### config.mk
export PLATFORM = sky130hd
export DESIGN_NAME = anemometer_freq_gen
export DESIGN_NICKNAME = d
export VERILOG_FILES = /design/src/rtl/anemometer_freq_gen.sv
export SDC_FILE = /design/constraint.sdc
export NUM_CORES = 1
export LEC_CHECK = 0
export BUFFER_PORTS_ARGS = -buffer_cell sky130_fd_sc_hd__buf_2
export CAP_MARGIN = 20
export CORE_MARGIN = 5
export CORE_UTILIZATION = 50
export CTS_CLUSTER_SIZE = 8
export DETAILED_ROUTE_END_ITERATION = 7
export PLACE_DENSITY = 0.64
export RECOVER_POWER = 100
export SLEW_MARGIN = 40
export SYNTH_ARGS = -nofsm -noshare
export SYNTH_HDL_FRONTEND = slang
export SYNTH_SLANG_ARGS = --single-unit
### constraint.sdc
create_clock -name clk_clk -period 3.1 [get_ports clk_clk]
set_input_delay 0.31 -clock clk_clk [delete_from_list [all_inputs] [get_ports clk_clk]]
set_output_delay 0.31 -clock clk_clk [all_outputs]
set_load 0.02 [all_outputs]
### src/rtl/anemometer_freq_gen.sv
// Programmable square-wave source: an 8-bit Hz value becomes a 50 % duty output via a sequential divider.
// Optional burst mode (fixed number of rising edges, then stop) is enabled by defining FREQ_GEN_BURST_EN.
module anemometer_freq_gen #(
  parameter int CLK_FREQ = 50000000,
  parameter int DATA_W   = 8,
  parameter int CNT_W    = 32
) (
  input  logic              clk_clk,
  input  logic              reset_reset_n,
  input  logic [DATA_W-1:0] freq_in,
  input  logic              freq_load,
  output logic              busy,
  output logic              freq_out,
  output logic [DATA_W-1:0] cur_freq,
  output logic              rise_pulse
`ifdef FREQ_GEN_BURST_EN
  ,
  input  logic [DATA_W-1:0] burst_len,
  output logic              burst_done
`endif
);

  localparam int BW = $clog2(CNT_W + 1);
  localparam logic [CNT_W-1:0] HALF_CLK = CNT_W'(CLK_FREQ / 2);

  typedef enum logic [1:0] {IDLE, DIV, COMMIT} state_t;

  state_t              state_reg, state_next;
  logic                start, load_zero;
  logic [DATA_W-1:0]   div_f_reg, rem_reg;
  logic [CNT_W-1:0]    quo_reg, dvd_reg;
  logic [BW-1:0]       bit_cnt_reg;
  logic [DATA_W:0]     rem_sh;
  logic [DATA_W-1:0]   rem_diff;
  logic                ge;

  logic [CNT_W-1:0]    pend_reg;
  logic [DATA_W-1:0]   pend_f_reg;
  logic                pend_valid_reg;

  logic [CNT_W-1:0]    half_reg, cnt_reg;
  logic [DATA_W-1:0]   cur_freq_reg;
  logic                out_reg, rise_reg;
  logic                running, toggle, stop_now, adopt, consume, burst_stop;

  always_comb begin
    state_next = state_reg;
    start      = 1'b0;
    load_zero  = 1'b0;
    case (state_reg)
      IDLE: begin
        if (freq_load && freq_in == '0) begin
          load_zero = 1'b1;
        end else if (freq_load) begin
          start      = 1'b1;
          state_next = DIV;
        end
      end
      DIV:     if (bit_cnt_reg == BW'(CNT_W - 1)) state_next = COMMIT;
      COMMIT:  state_next = IDLE;
      default: state_next = IDLE;
    endcase
  end

  // Restoring division step: remainder stays below the divisor, so DATA_W bits hold it.
  assign rem_sh   = {rem_reg, dvd_reg[CNT_W-1]};
  assign ge       = rem_sh >= {1'b0, div_f_reg};
  assign rem_diff = rem_sh[DATA_W-1:0] - div_f_reg;

  always_ff @(posedge clk_clk or negedge reset_reset_n) begin
    if (!reset_reset_n) begin
      state_reg   <= IDLE;
      div_f_reg   <= '0;
      rem_reg     <= '0;
      quo_reg     <= '0;
      dvd_reg     <= '0;
      bit_cnt_reg <= '0;
    end else begin
      state_reg <= state_next;
      if (start) begin
        div_f_reg   <= freq_in;
        rem_reg     <= '0;
        quo_reg     <= '0;
        dvd_reg     <= HALF_CLK;
        bit_cnt_reg <= '0;
      end else if (state_reg == DIV) begin
        rem_reg     <= ge ? rem_diff : rem_sh[DATA_W-1:0];
        quo_reg     <= {quo_reg[CNT_W-2:0], ge};
        dvd_reg     <= {dvd_reg[CNT_W-2:0], 1'b0};
        bit_cnt_reg <= bit_cnt_reg + BW'(1);
      end
    end
  end

  assign running  = half_reg != '0;
  assign toggle   = running && (cnt_reg == half_reg - CNT_W'(1));
  // A stop while low needs no phase completion, so it preempts any toggle.
  assign stop_now = running && !out_reg && pend_valid_reg && pend_reg == '0;
  assign adopt    = pend_valid_reg && pend_reg != '0 && (!running || (toggle && !burst_stop));
  assign consume  = pend_valid_reg && (!running || stop_now || (toggle && !burst_stop));

  always_ff @(posedge clk_clk or negedge reset_reset_n) begin
    if (!reset_reset_n) begin
      pend_reg       <= '0;
      pend_f_reg     <= '0;
      pend_valid_reg <= 1'b0;
    end else if (state_reg == COMMIT) begin
      pend_reg       <= quo_reg;
      pend_f_reg     <= div_f_reg;
      pend_valid_reg <= 1'b1;
    end else if (load_zero) begin
      pend_reg       <= '0;
      pend_f_reg     <= '0;
      pend_valid_reg <= 1'b1;
    end else if (consume) begin
      pend_valid_reg <= 1'b0;
    end
  end

  always_ff @(posedge clk_clk or negedge reset_reset_n) begin
    if (!reset_reset_n) begin
      half_reg     <= '0;
      cnt_reg      <= '0;
      cur_freq_reg <= '0;
      out_reg      <= 1'b0;
      rise_reg     <= 1'b0;
    end else begin
      rise_reg <= 1'b0;
      if (stop_now) begin
        half_reg     <= '0;
        cnt_reg      <= '0;
        cur_freq_reg <= '0;
      end else if (toggle) begin
        cnt_reg  <= '0;
        out_reg  <= ~out_reg;
        rise_reg <= ~out_reg;
        if (burst_stop || (consume && pend_reg == '0)) begin
          half_reg     <= '0;
          cur_freq_reg <= '0;
        end else if (adopt) begin
          half_reg     <= pend_reg;
          cur_freq_reg <= pend_f_reg;
        end
      end else if (adopt) begin
        half_reg     <= pend_reg;
        cur_freq_reg <= pend_f_reg;
        cnt_reg      <= '0;
      end else if (running) begin
        cnt_reg <= cnt_reg + CNT_W'(1);
      end
    end
  end

`ifdef FREQ_GEN_BURST_EN
  logic [DATA_W-1:0] burst_reg, rises_reg;
  logic              done_reg;

  // Burst ends on the falling toggle that follows the final counted rising edge.
  assign burst_stop = toggle && out_reg && burst_reg != '0 && rises_reg == burst_reg;

  always_ff @(posedge clk_clk or negedge reset_reset_n) begin
    if (!reset_reset_n) begin
      burst_reg <= '0;
      rises_reg <= '0;
      done_reg  <= 1'b0;
    end else begin
      done_reg <= burst_stop;
      if (adopt) begin
        burst_reg <= burst_len;
        rises_reg <= {{(DATA_W-1){1'b0}}, running && !out_reg};
      end else if (toggle && !out_reg) begin
        rises_reg <= rises_reg + DATA_W'(1);
      end
    end
  end

  assign burst_done = done_reg;
`else
  assign burst_stop = 1'b0;
`endif

  assign busy       = state_reg != IDLE;
  assign freq_out   = out_reg;
  assign cur_freq   = cur_freq_reg;
  assign rise_pulse = rise_reg;

endmodule

# == Word level (Yosys, flattened, before mapping) ==
# Cells that the tools add are included.
# totals
elab_cells,93
in_bits,11
regBits,203
output_inout_bits,11
# op_classes
muxes,39
eq_ne,7
add_sub_neg,4
bitwise,2
magnitude_cmp,1
reduce_logical,26
# ops
op,n
32-bit two-way mux,14
8-bit two-way mux,9
32-bit nonzero test,2
32-bit by 1-bit adder with 32-bit output (second input constant),1
32-bit equality test,1
32-bit zero test,1
32-bit by 1-bit subtractor with 32-bit output (second input constant),1
6-bit two-way mux,2
1-bit two-way mux,10
9-bit by 8-bit greater-or-equal comparator with 1-bit output,1
1-bit logical AND,9
8-bit zero test,1
8-bit subtractor,1
6-bit by 1-bit adder with 6-bit output (second input constant),1
6-bit by 5-bit equality test with 1-bit output (second input constant),1
2-bit two-way mux,3
2-bit inequality test (second input constant),3
2-bit nonzero test,3
2-bit case mux with 2 select lines,1
4-bit nonzero test,1
1-bit logical OR,3
3-bit AND reduction,1
3-bit nonzero test,1
2-bit by 1-bit equality test with 1-bit output (second input constant),1
5 further kinds,7

# == Depth between registers and ports, before layout ==
# Gate-level depths: netlist of run 1.
# logic_depth
ltp_word,11
ltp_mapped,15
mapped_depth_nobuf,11

# == Worst setup path after synthesis of run 1 ==
# No wires, ideal clock.
# synth_timing
path_type,reg2reg
startpoint,reg half_reg[0]
endpoint,reg half_reg[10]
period_less_slack_ns,3.380
required_ns,2.974
path_slack_ns,-0.280
path_buffers,5
arrival_ns,3.254
stages_incl_launch_ff,15
cell_sequence,dfrtp_1 -> clkbuf_1 -> inv_1 -> ha_1 -> clkbuf_1 -> nand4_1 -> clkbuf_1 -> nor3_1 -> xnor2_1 -> a2111o_1 -> or4_4 -> buf_6 -> a211oi_4 -> buf_6 -> a21oi_2
# synth_via
elab_chain_len,11
# synth_rtl
element,line_no,source
from (decl),41,"logic [CNT_W-1:0] half_reg, cnt_reg;"
from (signal assigned),141,half_reg <= pend_reg;
from (signal assigned),145,half_reg <= pend_reg;
branches (longest 10 deep; another with 32-bit by 1-bit subtractor with 32-bit output),-,
32-bit two-way mux (*),129,if (stop_now) begin
# Mark *: on every way between the ends.
# A chain may end at the register's enable or synchronous reset.

# == Worst setup path after layout of run 1 ==
# layout_timing
startpoint,reg half_reg[8]
endpoint,reg half_reg[13]
# The elaborated chain is that of the path after synthesis.

==> results of run 1 <==
[per-stage QoR]
stage	setup slack, ns	hold slack (ns)	total power [W]	utilization	instance area, um2
6_report	-0.318	0.0894	0.00659	0.617	12600
5_1_grt	-0.391	0.0774	0.00701	0.617	12600
4_1_cts	-0.280	0.0721	0.00665	0.597	12200
3_5_place_dp	-0.323	0.347	0.00449	0.559	11400
3_3_place_gp	-0.333	0.343	0.00444	0.559	11400
2_1_floorplan	-0.159	0.0144	0.00413	-	10400
[synth_stat cells, drive strengths merged (4+ instances only)]
| cell | n |
|---|---|
| nor2b | 4 |
| or4 | 6 |
| a21oi | 55 |
| buf | 21 |
| nor4 | 27 |
| a22o | 41 |
| o211ai | 31 |
| or3 | 6 |
| mux2i | 11 |
| xnor2 | 34 |
| nand4 | 16 |
| inv | 20 |
| o21ai | 113 |
| xor2 | 38 |
| nand2 | 163 |
| dfrtp | 197 |
| ha | 12 |
| nor2 | 70 |
| nand2b | 8 |
| clkbuf | 58 |
| nor3 | 16 |
| and3 | 19 |
| nand3 | 53 |
| a211oi | 9 |
| a31oi | 4 |
[cell families after synthesis]
logic type | after synthesis | synth area share
simple gates | 411 | 0.197
compound gates | 291 | 0.193
flops | 197 | 0.475
buf+inv | 99 | 0.0443
xor+xnor | 72 | 0.0608
mux | 13 | 0.0128
fa+ha+maj | 13 | 0.0164
[placed cells by master, fill, tap and decap left out, drive strengths merged, types with 27 or more instances in the layout]
master	synthesis	final
o21ai	113	113
nand3	53	53
nand2	163	163
nor2	70	70
o211ai	31	31
a21oi	55	55
a22o	41	41
buf	21	131
xor2	38	38
nor4	27	27
clkbuf	58	41
dfrtp	197	197
xnor2	34	34
[final cells by class]
cell class | count | share of cell area
Multi-Input combinational cell | 800 | 0.427
Sequential cell | 197 | 0.392
Timing Repair Buffer | 154 | 0.102
Clock buffer | 19 | 0.0353
Tap cell | 270 | 0.0269
Clock inverter | 13 | 0.0110
Inverter | 20 | 0.00598
[per-layer routing]
layer | vias up | track usage | part of all wire
met1 | 4134 | 0.305 | 0.46
met4 | 0 | 0.0744 | 0.032
met2 | 142 | 0.350 | 0.48
met5 | - | 0 | 0
met3 | 43 | 0.0416 | 0.031
li1 | 4130 | - | -
[worst max path at each step]
stage	from	end	slack [ns]	cells after the start
final	half_reg[8]	half_reg[13]	-0.32	11
after global placement	half_reg[2]	half_reg[26]	-0.33	9
after detailed placement	half_reg[2]	cur_freq[5]	-0.32	10
after floorplan	half_reg[2]	half_reg[31]	-0.16	12
after global routing	half_reg[0]	cnt_reg[8]	-0.39	13
after CTS	half_reg[2]	cnt_reg[14]	-0.28	12
[worst max-delay path: stages (launching register included)]
cell,delay [ns]
dfrtp_1,0.39
buf_4,0.13
or4_4,0.52
nor4_2,0.38
xnor2_1,0.17
nand4bb_1,0.22
a2111o_1,0.30
or4_4,0.50
a211oi_4,0.31
buf_6,0.18
buf_12,0.14
a21oi_4,0.04
[timing repair]
action / CTS / global route
hold buffers: 1 / 0
cloned: 2 / 4
setup endpoints to repair: 75 / 75
buffers inserted: 14 / 5
resized for setup: 26 / 99
pin swaps: 5 / 45
hold endpoints to repair: 69 / 0
[where the power goes]
group | internal [W] | total [W] | switching (W)
Combinational | 0.000536 | 0.00122 | 0.000686
Sequential | 0.00294 | 0.00320 | 0.000253
Clock | 0.00109 | 0.00217 | 0.00107
Total | 0.00458 | 0.00659 | 0.00201
==> out/summary.json, run 1 <==
{
  "run_status": "finished with violations",
  "violations": "max-capacitance violations, max-slew violations, negative setup slack",
  "timing.reg2reg.worst_path_depth": 11,
  "grt_start_max_net_pins": 74,
  "pin_count": 22,
  "pwr_density_cell_nw_per_um2": 524,
  "netlist.top_cell.by_area": "dfrtp_1",
  "final_period_minus_worst_setup_slack_ns": 3.42,
  "floorplan.initialDensity": 0.509,
  "ir_worst_vdd_v": 0.000594,
  "setup.worst_path.end_class": "flop",
  "final_setup_skew_ns": 0.0115,
  "ys_async_rst_share": 1.00,
  "grt_pass1_wl_mm": 43.0,
  "gp_congestion": 0.897,
  "dpl.cell_count": 1418,
  "yosys-top-cells-area": "dfrtp_1, nand2_1, o21ai_0, a22o_1, a21oi_2",
  "ant_nets": 0,
  "critical_path_peak_fanout": 8,
  "critical_path.reg2reg.startpoint": "half_reg[8]",
  "total_negative_slack_ns": -20.09,
  "cts_max_level": 4,
  "post-route-worst-setup-slack_ns": -0.318,
  "post_layout_nonfiller_instances": 1473,
  "drcViolationCount": 0,
  "number_of_placement_rows": 52,
  "cp_data_required_time_ns": 3.41,
  "antenna_found_initial": 0,
  "placeableCoreArea_um2": 20400,
  "critical_path_class": "flop to flop",
  "die_h_um": 154,
  "syn_inst": 1096,
  "mappedNetlistArea_um2": 10400,
  "vias": 8449,
  "mappedNetlistNets": 1120,
  "grt_usage": 0.220,
  "grt_pass1_vias": 8330,
  "viasPerCell": 5.74,
  "clkTransAtPathRegs_ns": 0.08,
  "wl_mm": 26.1,
  "number_of_storage_elements_in_the_synthesis_netlist": 197,
  "max-clock-path-buffers": 2,
  "fp.dieW_um": 154,
  "crit_arrival_ns": 3.73,
  "multi_input_comb_area_um2": 5360,
  "timing.final.max_slew_violations": 148,
  "holdPathStages": 3,
  "num_cts_buffers": 17,
  "relSlewSlack": -0.348,
  "worst_slew_pin_slew_ns": 2.02,
  "clk_root_buffer_cell": "clkbuf_16",
  "area_growth_pct": 21.1,
  "hold_path.startpoint": "freq_in[1]",
  "tritoncts": "built",
  "min_to": "div_f_reg[1]",
  "finalHoldViolations": 0,
  "final_stage_net_count": 1214,
  "setup.worst_path.start_class": "flop",
  "die_area_um2": 23700,
  "clock-sinks": 197,
  "final_layout_size_suffix_gt1_frac": 0.239,
  "min_path_type": "input pin to flop",
  "yosysWarningCount": 0,
  "sequential_cell_area_um2": 4930,
  "synth_top_area_share": 0.475,
  "dominantRegCellSynth": "dfrtp_1",
  "syn_avg_cell_area_um2": 9.47,
  "synth_sequential_area_ratio": 0.475,
  "drtIter0Drc": 548,
  "max_clock_freq_ghz": 0.293,
  "finalSetupViolCount": 75,
  "fill_cells": 1666,
  "setup_repair_after_global_routing_missed_its_margin": "yes",
  "globalRoute.totalOverflow": 0,
  "synth.distinct_cells": 68,
  "place_hpwl_mm": 17.6,
  "regToRegSetupSlack_ns": -0.32,
  "port_bufs": 21,
  "timing.final.crit_share": 1.10,
  "first_pass_iters": 5,
  "power_leakage_nw": 5.31,
  "cap_violations": 3,
  "detail_route.wl_per_cell_um": 17.7,
  "synth_enable_flop_cells": 0,
  "antenna_cells_inserted": 0,
  "clock_latency_ns": 0.44,
  "r2r_end": "half_reg[13]"
}
Power figures use the tool's default switching activity.
==> run 2, diff against run 1 <==
CORE_UTILIZATION = 55   (was 50)
PLACE_DENSITY = 0.7   (was 0.64)
==> run 2 against run 1 <==
The flow still finishes with violations (max-capacitance violations, max-slew violations, negative setup slack); global-route usage up 2.0 points; die area fell by 8.5%; non-clock buffer count rose by 5; utilization is 5.3 points higher; final cell count shrank 2.2%; maximum frequency shrank 2.4%; largest power group unchanged.
==> out/summary.json, run 2 (same netlist as run 1, synthesis figures left out) <==
{
  "final_setup_skew": {"value": 0.0121, "unit": "ns", "change": "was 0.0115 ns"},
  "min_path_type": {"value": "input pin to flop", "change": "unchanged"},
  "mostFrequentLayoutCells": {"value": "dfrtp_1, nand2_1, o21ai_0, buf_4, nand3_1", "change": "was dfrtp_1, nand2_1, buf_4, o21ai_0, nand3_1"},
  "violations": {"value": "max-capacitance violations, max-slew violations, negative setup slack", "change": "unchanged"},
  "hold_slack": {"value": 0.0835, "unit": "ns", "change": "was 0.0894 ns"},
  "pwr_density_cell": {"value": 525, "unit": "nW/um2", "change": "was 524 nW/um2"},
  "port_bufs": {"value": 21, "change": "unchanged"},
  "globalRoute.totalOverflow": {"value": 0, "change": "unchanged"},
  "report.power.total": {"value": 0.00656, "unit": "W", "change": "was 0.00659 W"},
  "grt_pass1_vias": {"value": 8440, "change": "was 8,330"},
  "crit_chain": {"value": "buf_4, nor4_4, nand4_1, buf_4, mux2i_1, nor4b_1, nand4b_1, or4_4, a211oi_4, buf_6, buf_16, a21oi_2", "change": "was buf_4, or4_4, nor4_2, xnor2_1, nand4bb_1, a2111o_1, or4_4, a211oi_4, buf_6, buf_12, a21oi_4"},
  "clock_latency": {"value": 0.44, "unit": "ns", "change": "about the same"},
  "final_stage_net_count": {"value": 1219, "change": "was 1,214"},
  "antenna_found_initial": {"value": 0, "change": "unchanged"},
  "total_negative_slack": {"value": -27.39, "unit": "ns", "change": "was -20.09 ns"},
  "most_frequent_standard_cell_in_the_layout_excluding_fill_and_tap_cells": {"value": "dfrtp_1", "change": "unchanged"},
  "pin_count": {"value": 22, "change": "unchanged"},
  "max-clock-path-buffers": {"value": 2, "change": "unchanged"},
  "setup.worst_path.end_class": {"value": "flop", "change": "unchanged"},
  "cap_violations": {"value": 2, "change": "was 3"},
  "grt_start_max_net_pins": {"value": 91, "change": "was 74"},
  "ir_worst_vdd": {"value": 0.000551, "unit": "V", "change": "was 0.000594 V"},
  "power_leakage": {"value": 5.30, "unit": "nW", "change": "was 5.31 nW"},
  "crit_arrival": {"value": 3.82, "unit": "ns", "change": "was 3.73 ns"},
  "kind_of_cell_adding_the_most_delay_to_the_critical_path": {"value": "simple AND/OR/NAND/NOR gates", "change": "unchanged"},
  "num_cts_buffers": {"value": 17, "change": "unchanged"},
  "area_growth": {"value": 20.4, "unit": "%", "change": "was 21.1%"},
  "timing.final.crit_share": {"value": 1.13, "change": "was 1.10"},
  "antenna_cells_inserted": {"value": 0, "change": "unchanged"},
  "first_pass_iters": {"value": 5, "change": "unchanged"},
  "worst_slew_pin_slew": {"value": 1.87, "unit": "ns", "change": "was 2.02 ns"},
  "timing.final.max_slew_violations": {"value": 70, "change": "was 148"},
  "finalSetupViolCount": {"value": 75, "change": "unchanged"},
  "wl": {"value": 25.8, "unit": "mm", "change": "was 26.1 mm"},
  "number_of_placement_rows": {"value": 50, "change": "was 52"},
  "detail_route.wl_per_cell": {"value": 17.9, "unit": "um", "change": "was 17.7 um"},
  "timing.reg2reg.worst_path_depth": {"value": 12, "change": "was 11"},
  "critical_path_peak_fanout": {"value": 15, "change": "was 8"},
  "cpPeakStageDelay": {"value": 0.65, "unit": "ns", "change": "was 0.52 ns"},
  "viasPerCell": {"value": 5.85, "change": "was 5.74"},
  "grt_pass1_wl": {"value": 42.7, "unit": "mm", "change": "was 43.0 mm"},
  "final_layout_size_suffix_gt1_frac": {"value": 0.228, "change": "was 0.239"},
  "gp_congestion": {"value": 0.941, "change": "was 0.897"},
  "placement.setup.worst_slack": {"value": -0.464, "unit": "ns", "change": "was -0.323 ns"},
  "clkTransAtPathRegs": {"value": 0.08, "unit": "ns", "change": "about the same"},
  "run_status": {"value": "finished with violations", "change": "unchanged"},
  "critical_path_class": {"value": "flop to flop", "change": "unchanged"},
  "grt_usage": {"value": 0.240, "change": "was 0.220"},
  "place_hpwl": {"value": 17.6, "unit": "mm", "change": "about the same"},
  "ant_nets": {"value": 0, "change": "unchanged"},
  "finalHoldViolations": {"value": 0, "change": "unchanged"},
  "levels_on_crit_path": {"value": 12, "change": "was 11"},
  "floorplan.initialDensity": {"value": 0.556, "change": "was 0.509"},
  "drcViolationCount": {"value": 0, "change": "unchanged"},
  "post-route-worst-setup-slack": {"value": -0.404, "unit": "ns", "change": "was -0.318 ns"},
  "holdPathStages": {"value": 3, "change": "unchanged"},
  "relSlewSlack": {"value": -0.249, "change": "was -0.348"},
  "timing.critical_path.mode_cell": {"value": "buf_4", "change": "was or4_4"},
  "die_h": {"value": 147, "unit": "um", "change": "was 154 um"},
  "cts_max_level": {"value": 4, "change": "unchanged"},
  "post_dp_cell_area": {"value": 11300, "unit": "um2", "change": "was 11,400 um2"},
  "clk_root_buffer_cell": {"value": "clkbuf_16", "change": "unchanged"},
  "cp_num_buf_inv": {"value": 4, "change": "was 3"},
  "cp_data_required_time": {"value": 3.42, "unit": "ns", "change": "was 3.41 ns"},
  "clock-sinks": {"value": 197, "change": "unchanged"},
  "tritoncts": {"value": "built", "change": "unchanged"},
  "placeableCoreArea": {"value": 18600, "unit": "um2", "change": "was 20,400 um2"},
  "final_period_minus_worst_setup_slack": {"value": 3.50, "unit": "ns", "change": "was 3.42 ns"},
  "max_clock_freq": {"value": 0.285, "unit": "GHz", "change": "was 0.293 GHz"},
  "setup_repair_after_global_routing_missed_its_margin": {"value": "yes", "change": "unchanged"},
  "drtIter0Drc": {"value": 660, "change": "was 548"},
  "post_route_design_area": {"value": 12500, "unit": "um2", "change": "was 12,600 um2"},
  "critPathSlowestCell": {"value": "or4_4", "change": "unchanged"},
  "die_area": {"value": 21700, "unit": "um2", "change": "was 23,700 um2"},
  "fp.dieW": {"value": 147, "unit": "um", "change": "was 154 um"},
  "setup.worst_path.start_class": {"value": "flop", "change": "unchanged"},
  "vias": {"value": 8432, "change": "was 8,449"}
}
==> run 2: changes by cell type in the layout (fill, tap and decap cells not counted), sizes merged <==
| cell | change |
|---|---|
| buf | +1 |
| clkbuf | +1 |
| clkinvlp | +1 |
| bufbuf | +1 |
==> run 2: worst reg2reg max path, cell delays in order (launching register included) <==
cell	delay, ns
dfrtp_1	0.40
buf_4	0.15
nor4_4	0.32
nand4_1	0.22
buf_4	0.21
mux2i_1	0.17
nor4b_1	0.42
nand4b_1	0.15
or4_4	0.65
a211oi_4	0.29
buf_6	0.19
buf_16	0.17
a21oi_2	0.04
==> run 2: worst paths after layout <==
check | startpoint | end | slack (ns)
setup / recovery | half_reg[3] | half_reg[10] | -0.40
hold / removal | freq_in[5] | div_f_reg[5] | 0.08
setup reg to reg | half_reg[3] | half_reg[10] | -0.40
hold reg to reg | dvd_reg[6] | dvd_reg[6] | 0.48
max in group asynchronous | reset_reset_n | quo_reg[4] | 0.89
min in group asynchronous | reset_reset_n | cnt_reg[3] | 0.53
==> run 2: cell type report <==
class | instances | area [um2]
fill | 1448 | 6150
timing repair buffer | 159 | 1300
tap | 234 | 293
sequential | 197 | 4930
inverter | 20 | 75.1
multi-input combinational | 800 | 5330
clock buffer | 17 | 425
clock inverter | 14 | 141
==> run 2: routing by layer <==
| layer | track usage | vias to the layer above | share of wire |
|---|---|---|---|
| met5 | 0 | - | 0 |
| li1 | - | 4119 | - |
| met4 | 0.0857 | 0 | 0.031 |
| met2 | 0.391 | 172 | 0.49 |
| met1 | 0.328 | 4084 | 0.44 |
| met3 | 0.0392 | 57 | 0.035 |
==> run 2: metrics by stage <==
stage | std cells | util
3_5_place_dp | 1383 | 0.608
4_1_cts | 1430 | 0.653
2_1_floorplan | 1096 | -
6_report | 1441 | 0.670
3_3_place_gp | 1383 | 0.608
5_1_grt | 1441 | 0.670
==> run 2: repair_timing <==
action | CTS | global route
setup endpoints to repair | 75 | 75
gates cloned | 4 | 4
endpoints found under the hold margin | 87 | 0
pin swaps | 9 | 37
gates resized for setup | 21 | 63
buffers inserted | 12 | 6
hold buffers | 1 | 0
==> run 2: where the power goes <==
part | total (W) | switching, W | internal [W]
registers | 0.00320 | 0.000258 | 0.00295
logic | 0.00122 | 0.000690 | 0.000531
clock network | 0.00213 | 0.00107 | 0.00106
total | 0.00656 | 0.00202 | 0.00454
